<file path="config.mk">
export PLATFORM = sky130hd
export DESIGN_NAME = pipelined_select_addsub
export DESIGN_NICKNAME = d
export VERILOG_FILES = /design/src/rtl/pipelined_select_addsub.sv
export SDC_FILE = /design/constraint.sdc
export NUM_CORES = 1
export LEC_CHECK = 0
export ABC_CLOCK_PERIOD_IN_PS = 6700
export BUFFER_PORTS_ARGS = -buffer_cell sky130_fd_sc_hd__buf_4
export CELL_PAD_IN_SITES_DETAIL_PLACEMENT = 1
export CELL_PAD_IN_SITES_GLOBAL_PLACEMENT = 2
export CORE_MARGIN = 4
export CORE_UTILIZATION = 32
export CTS_CLUSTER_SIZE = 30
export DETAILED_ROUTE_END_ITERATION = 6
export MAX_ROUTING_LAYER = met4
export PLACE_DENSITY = 0.71
export SYNTH_ARGS = -nofsm -noshare
export SYNTH_HDL_FRONTEND = slang
export SYNTH_SLANG_ARGS = --single-unit
export TNS_END_PERCENT = 20
</file>
<file path="constraint.sdc">
create_clock -name clk -period 6.7 [get_ports clk]
set_clock_uncertainty 0.1 [all_clocks]
set_input_delay 0.335 -clock clk [delete_from_list [all_inputs] [get_ports clk]]
set_output_delay 0.335 -clock clk [all_outputs]
set_load 0.02 [all_outputs]
</file>
<file path="src/rtl/pipelined_select_addsub.sv">
// Pipelined carry-select adder/subtractor.
// WIDTH is cut into BLOCK-bit carry-select blocks; each pipeline stage resolves
// BLKS_PER_STAGE blocks and registers the carry it produces. One beat per cycle,
// LAT = WIDTH/BLOCK/BLKS_PER_STAGE cycles from capture to result.
//
// Handshake: a beat moves on in_valid && in_ready, a result retires on
// out_valid && out_ready. The whole pipe advances together
// (adv = ~out_valid | out_ready) and in_ready equals adv, so a stalled result
// holds every stage, including the one that would take a new input.
module pipelined_select_addsub #(
  parameter int WIDTH          = 16,
  parameter int BLOCK          = 4,
  parameter int BLKS_PER_STAGE = 2
) (
  input  logic             clk,
  input  logic             reset_n,
  input  logic             in_valid,
  output logic             in_ready,
  input  logic [WIDTH-1:0] a,
  input  logic [WIDTH-1:0] b,
  input  logic             cin,
  input  logic             sub,
  output logic             out_valid,
  input  logic             out_ready,
  output logic [WIDTH-1:0] s,
  output logic             cout,
  output logic             ovf,
  output logic             zero
);

  localparam int NBLK = WIDTH / BLOCK;
  localparam int LAT  = NBLK / BLKS_PER_STAGE;
  localparam int SW   = BLKS_PER_STAGE * BLOCK;

  if ((WIDTH % BLOCK) != 0) begin : g_bad_width
    $error("WIDTH must be a multiple of BLOCK");
  end
  if ((NBLK % BLKS_PER_STAGE) != 0) begin : g_bad_stage
    $error("WIDTH/BLOCK must be a multiple of BLKS_PER_STAGE");
  end

  // Plain ripple over one block; returns {carry_out, sum}.
  function automatic logic [BLOCK:0] ripple(input logic [BLOCK-1:0] x,
                                            input logic [BLOCK-1:0] y,
                                            input logic             ci);
    logic [BLOCK-1:0] sm;
    logic             c;
    sm = '0;
    c  = ci;
    for (int i = 0; i < BLOCK; i++) begin
      sm[i] = x[i] ^ y[i] ^ c;
      c     = (x[i] & y[i]) | (c & (x[i] ^ y[i]));
    end
    return {c, sm};
  endfunction

  // Stage registers. a/b_eff travel with the beat so later stages can consume
  // their slices; st_sum collects the already-resolved low bits.
  logic [WIDTH-1:0] st_a   [LAT];
  logic [WIDTH-1:0] st_b   [LAT];
  logic [WIDTH-1:0] st_sum [LAT];
  logic [LAT-1:0]   st_c;
  logic [LAT-1:0]   st_v;
  logic             st_ovf;
  logic             st_zero;

  // Per-stage inputs (predecessor register, or the ports for stage 0) and results.
  logic [WIDTH-1:0] src_a   [LAT];
  logic [WIDTH-1:0] src_b   [LAT];
  logic [WIDTH-1:0] src_sum [LAT];
  logic [LAT-1:0]   src_c;
  logic [LAT-1:0]   src_v;
  logic [WIDTH-1:0] nxt_sum [LAT];
  logic [LAT-1:0]   nxt_c;

  logic adv;
  logic fin_ovf;
  logic fin_zero;

  for (genvar k = 0; k < LAT; k++) begin : g_stage
    if (k == 0) begin : g_first
      assign src_a[k]   = a;
      assign src_b[k]   = sub ? ~b : b;
      assign src_sum[k] = '0;
      assign src_c[k]   = cin;
      assign src_v[k]   = in_valid;
    end else begin : g_next
      assign src_a[k]   = st_a[k-1];
      assign src_b[k]   = st_b[k-1];
      assign src_sum[k] = st_sum[k-1];
      assign src_c[k]   = st_c[k-1];
      assign src_v[k]   = st_v[k-1];
    end

    logic [BLKS_PER_STAGE:0] chain;
    logic [SW-1:0]           blk_sum;
    logic [WIDTH-1:0]        stage_sum;

    assign chain[0] = src_c[k];

    for (genvar j = 0; j < BLKS_PER_STAGE; j++) begin : g_blk
      localparam int LO = (k * BLKS_PER_STAGE + j) * BLOCK;
      logic [BLOCK:0] r0;
      logic [BLOCK:0] r1;
      // Both carry-in cases are ready before the incoming carry settles.
      assign r0 = ripple(src_a[k][LO +: BLOCK], src_b[k][LO +: BLOCK], 1'b0);
      assign r1 = ripple(src_a[k][LO +: BLOCK], src_b[k][LO +: BLOCK], 1'b1);
      assign blk_sum[j*BLOCK +: BLOCK] = chain[j] ? r1[BLOCK-1:0] : r0[BLOCK-1:0];
      assign chain[j+1]                = chain[j] ? r1[BLOCK] : r0[BLOCK];
    end

    // Merge this stage's freshly resolved slice into the running sum.
    always_comb begin
      stage_sum                = src_sum[k];
      stage_sum[k*SW +: SW]    = blk_sum;
    end

    assign nxt_sum[k] = stage_sum;
    assign nxt_c[k]   = chain[BLKS_PER_STAGE];
  end

  // Flags are resolved in front of the final register so outputs stay registered.
  assign fin_ovf  = (src_a[LAT-1][WIDTH-1] == src_b[LAT-1][WIDTH-1]) &&
                    (nxt_sum[LAT-1][WIDTH-1] != src_a[LAT-1][WIDTH-1]);
  assign fin_zero = ~|nxt_sum[LAT-1];

  assign adv      = ~st_v[LAT-1] | out_ready;
  assign in_ready = adv;

  // Global-stall pipeline: every stage loads its predecessor when adv, else holds.
  always_ff @(posedge clk) begin
    if (!reset_n) begin
      for (int k = 0; k < LAT; k++) begin
        st_a[k]   <= '0;
        st_b[k]   <= '0;
        st_sum[k] <= '0;
      end
      st_c    <= '0;
      st_v    <= '0;
      st_ovf  <= 1'b0;
      st_zero <= 1'b0;
    end else if (adv) begin
      for (int k = 0; k < LAT; k++) begin
        st_a[k]   <= src_a[k];
        st_b[k]   <= src_b[k];
        st_sum[k] <= nxt_sum[k];
      end
      st_c    <= nxt_c;
      st_v    <= src_v;
      st_ovf  <= fin_ovf;
      st_zero <= fin_zero;
    end
  end

  assign out_valid = st_v[LAT-1];
  assign s         = st_sum[LAT-1];
  assign cout      = st_c[LAT-1];
  assign ovf       = st_ovf;
  assign zero      = st_zero;

endmodule

</file>
==> metrics.txt <==
ys async rst share=0; First DRT Iteration DRCs=32; simple-gate area share of the yosys netlist=0.131; Clock Tree Root=clkbuf_8; I/O Buffers=58; Final period util=0.605; CTS max path bufs=2; IO Pins=59; mapped cell area=~2400 um^2; CP Max Fanout=3; clock sinks=46; FP Rows=31; complex-gate fraction of the synthesized area=0.0231; DR WL/cell=13.6 um; WHS Path Cells=3; first drt pass iteration count=2; largest family of logic cells by synthesized area=adder cells; Synth area leaders=edfxtp_1 (50%), fa_1 (10%), and3_1 (5.5%); Starting Density=0.329; Die Y=94.3 um; flops & latches, synth=46; Synth top area share=0.504; distinct cell type count of the synthesized netlist=30; max-cap violations=0; total CTS buffers=5; post-synthesis to final-layout area growth=25.0%; Vias/cell=4.25; Setup crit start kind=flip-flop; multi-input logic area=923 um^2; Avg Inst Size Synth=12.6 um^2; cts hold-fix bufs=0; setup bufs post-CTS=0; DRC viols=0; H-tree levels=2; fin crit period=4.05 ns; GPL Wtd Cong=0.779; fillers=just over 800; die width=94.3 um; Total Routing Usage GR=0.120; RSZ-0062 raised after global routing=false; Power per Cell Area=between 200 and 250 nW/um^2; Ys Warns=0; Congestion Overflow GR=0; nets@finish=305; Static Leak=0.00138 uW; Vias=1,471; clk_lat worst skew=0.29 ns; Setup TNS=0 ns; mux contribution to synthesized area=0.00839; fin. max-slew vios=0; post-synth top area cell=edfxtp_1; Worst Setup End Kind=flip-flop; Arr. time, crit path=4.17 ns; Final ANT Viol Nets=0; ys flop type=edfxtp_1; final setup vio count=0; clk slew on worst S/H paths=0.08 ns; CTS tree=done; met3 routed WL=264 um; met2 routed wirelength=2260 um; top-count cell post-synth=edfxtp_1; register area=1320 um^2; Post-synth EDFFs=40; Final HPWL DP=about 3600 um; Synth Area in XOR/XNOR=0.0771; worst slew pin tran=slightly below 0.7 ns; Die ar.=8900 um^2; WL final=between 4000 and 5000 um; Cells after Synth=189; Max rail drop VDD=~90 uV; slew margin rel.=0.548; largest net degree at the start of global routing=31; post-CTS resize count=0; area of the core=slightly above 7000 um^2; vias in the first global route=1,542; Placed Area=2900 um^2; fmax=~250 MHz; critical path required time=roughly 7 ns; initial antenna violation count=0; syn nets=248; post-route cell area=2980 um^2; Setup CP Type=flip-flop to flip-flop; diode count=0; max layer used=met4; Min-Delay Path Class=primary input to flip-flop; first-pass GRT wire length=7960 um; worst reg2reg path depth=15; synth cell count leaders=edfxtp_1 (40), inv_1 (22), nor2_1 (22); Post-Synth Adder-Cell Area=0.148; layout cells sized above 1=0.275; final hold vios=0; run status=finished, final reports clean; Seq/Total Area, Yosys=0.554; met1 WL=about 2100 um
[metrics by stage]
stage	instances	total power, uW	setup WS, ns	utilization	hold slack (ns)
2_1_floorplan	189	464	2.66	-	0.340
3_3_place_gp	338	527	2.46	0.400	0.342
3_5_place_dp	338	532	2.33	0.400	0.353
4_1_cts	346	689	2.61	0.411	0.202
5_1_grt	346	724	2.43	0.411	0.218
6_report	346	679	2.65	0.411	0.206
[final cells by class]
| type | instances | area share |
|---|---|---|
| Timing Repair Buffer | 59 | 0.149 |
| Clock inverter | 2 | 0.00294 |
| Multi-Input combinational cell | 111 | 0.310 |
| Tap cell | 99 | 0.0415 |
| Clock buffer | 6 | 0.0243 |
| Sequential cell | 46 | 0.443 |
| Inverter | 23 | 0.0298 |
[registers in the layout, indices dropped and copies added (netlist names)]
signal,flops
st_a,8
st_c,2
st_v,2
st_b,8
ovf,1
st_sum,24
zero,1
[cells in the final DEF, fill, tap and decap left out]
| cell type | count |
|---|---|
| buf_4 | 59 |
| edfxtp_1 | 40 |
| inv_1 | 22 |
| nor2_1 | 22 |
| and3_1 | 21 |
| xnor2_1 | 15 |
| fa_1 | 12 |
| ha_1 | 9 |
| nand2_1 | 7 |
| xor2_1 | 6 |
| dfxtp_1 | 6 |
| clkbuf_8 | 5 |
| mux2i_1 | 2 |
| a21oi_1 | 2 |
| nor4_1 | 2 |
| nand4_1 | 2 |
| a21boi_0 | 2 |
| nor2b_4 | 1 |
| inv_4 | 1 |
| nand2_4 | 1 |
| o21a_1 | 1 |
| or3_1 | 1 |
| a21boi_1 | 1 |
| nor4bb_1 | 1 |
| nand3_1 | 1 |
| o21ai_0 | 1 |
| o211a_1 | 1 |
| clkinv_1 | 1 |
| clkbuf_1 | 1 |
| clkinv_2 | 1 |
[critical path, stage by stage (launching register included)]
cell and delay [ns]:
edfxtp_1 0.40, ha_1 0.22, nor2_1 0.09, a21oi_1 0.06, fa_1 0.40, fa_1 0.39, inv_1 0.09, fa_1 0.22
mux2i_1 0.11, fa_1 0.39, fa_1 0.37, inv_1 0.10, fa_1 0.47, xor2_1 0.16, or3_1 0.30, a21boi_1 0.14
[worst paths after layout]
| path | startpoint | endpoint | slack, ns |
|---|---|---|---|
| worst max-delay path | st_a[0][8]$_SDFFCE_PN0P_ | ovf$_SDFFE_PN0P_ | 2.65 |
| worst min-delay path | in_valid | st_v[0]$_SDFFE_PN0P_ | 0.21 |
| worst max register to register | st_a[0][8]$_SDFFCE_PN0P_ | ovf$_SDFFE_PN0P_ | 2.65 |
| worst min register to register | ovf$_SDFFE_PN0P_ | ovf$_SDFFE_PN0P_ | 0.36 |
[power breakdown]
group / total [uW] / switching, uW / internal, uW / leakage [uW]
sequential: 366 / 15.7 / 350 / 0.000514
combinational: 156 / 80.7 / 75.4 / 0.000825
clock: 157 / 85.6 / 71.7 / 0.0000426
total: 679 / 182 / 497 / 0.00138
[cell families after synthesis]
group	count (synthesis)
compound gates	8
mux	2
fa+ha+maj	21
xor+xnor	21
flops	46
buf+inv	32
simple gates	59
[routing by layer]
metal,up-vias,global-route usage
met5,-,-
met4,0,0.0361
met3,6,0.0288
met2,41,0.185
met1,685,0.156
li1,739,-
(Power assumes the default switching activity.)
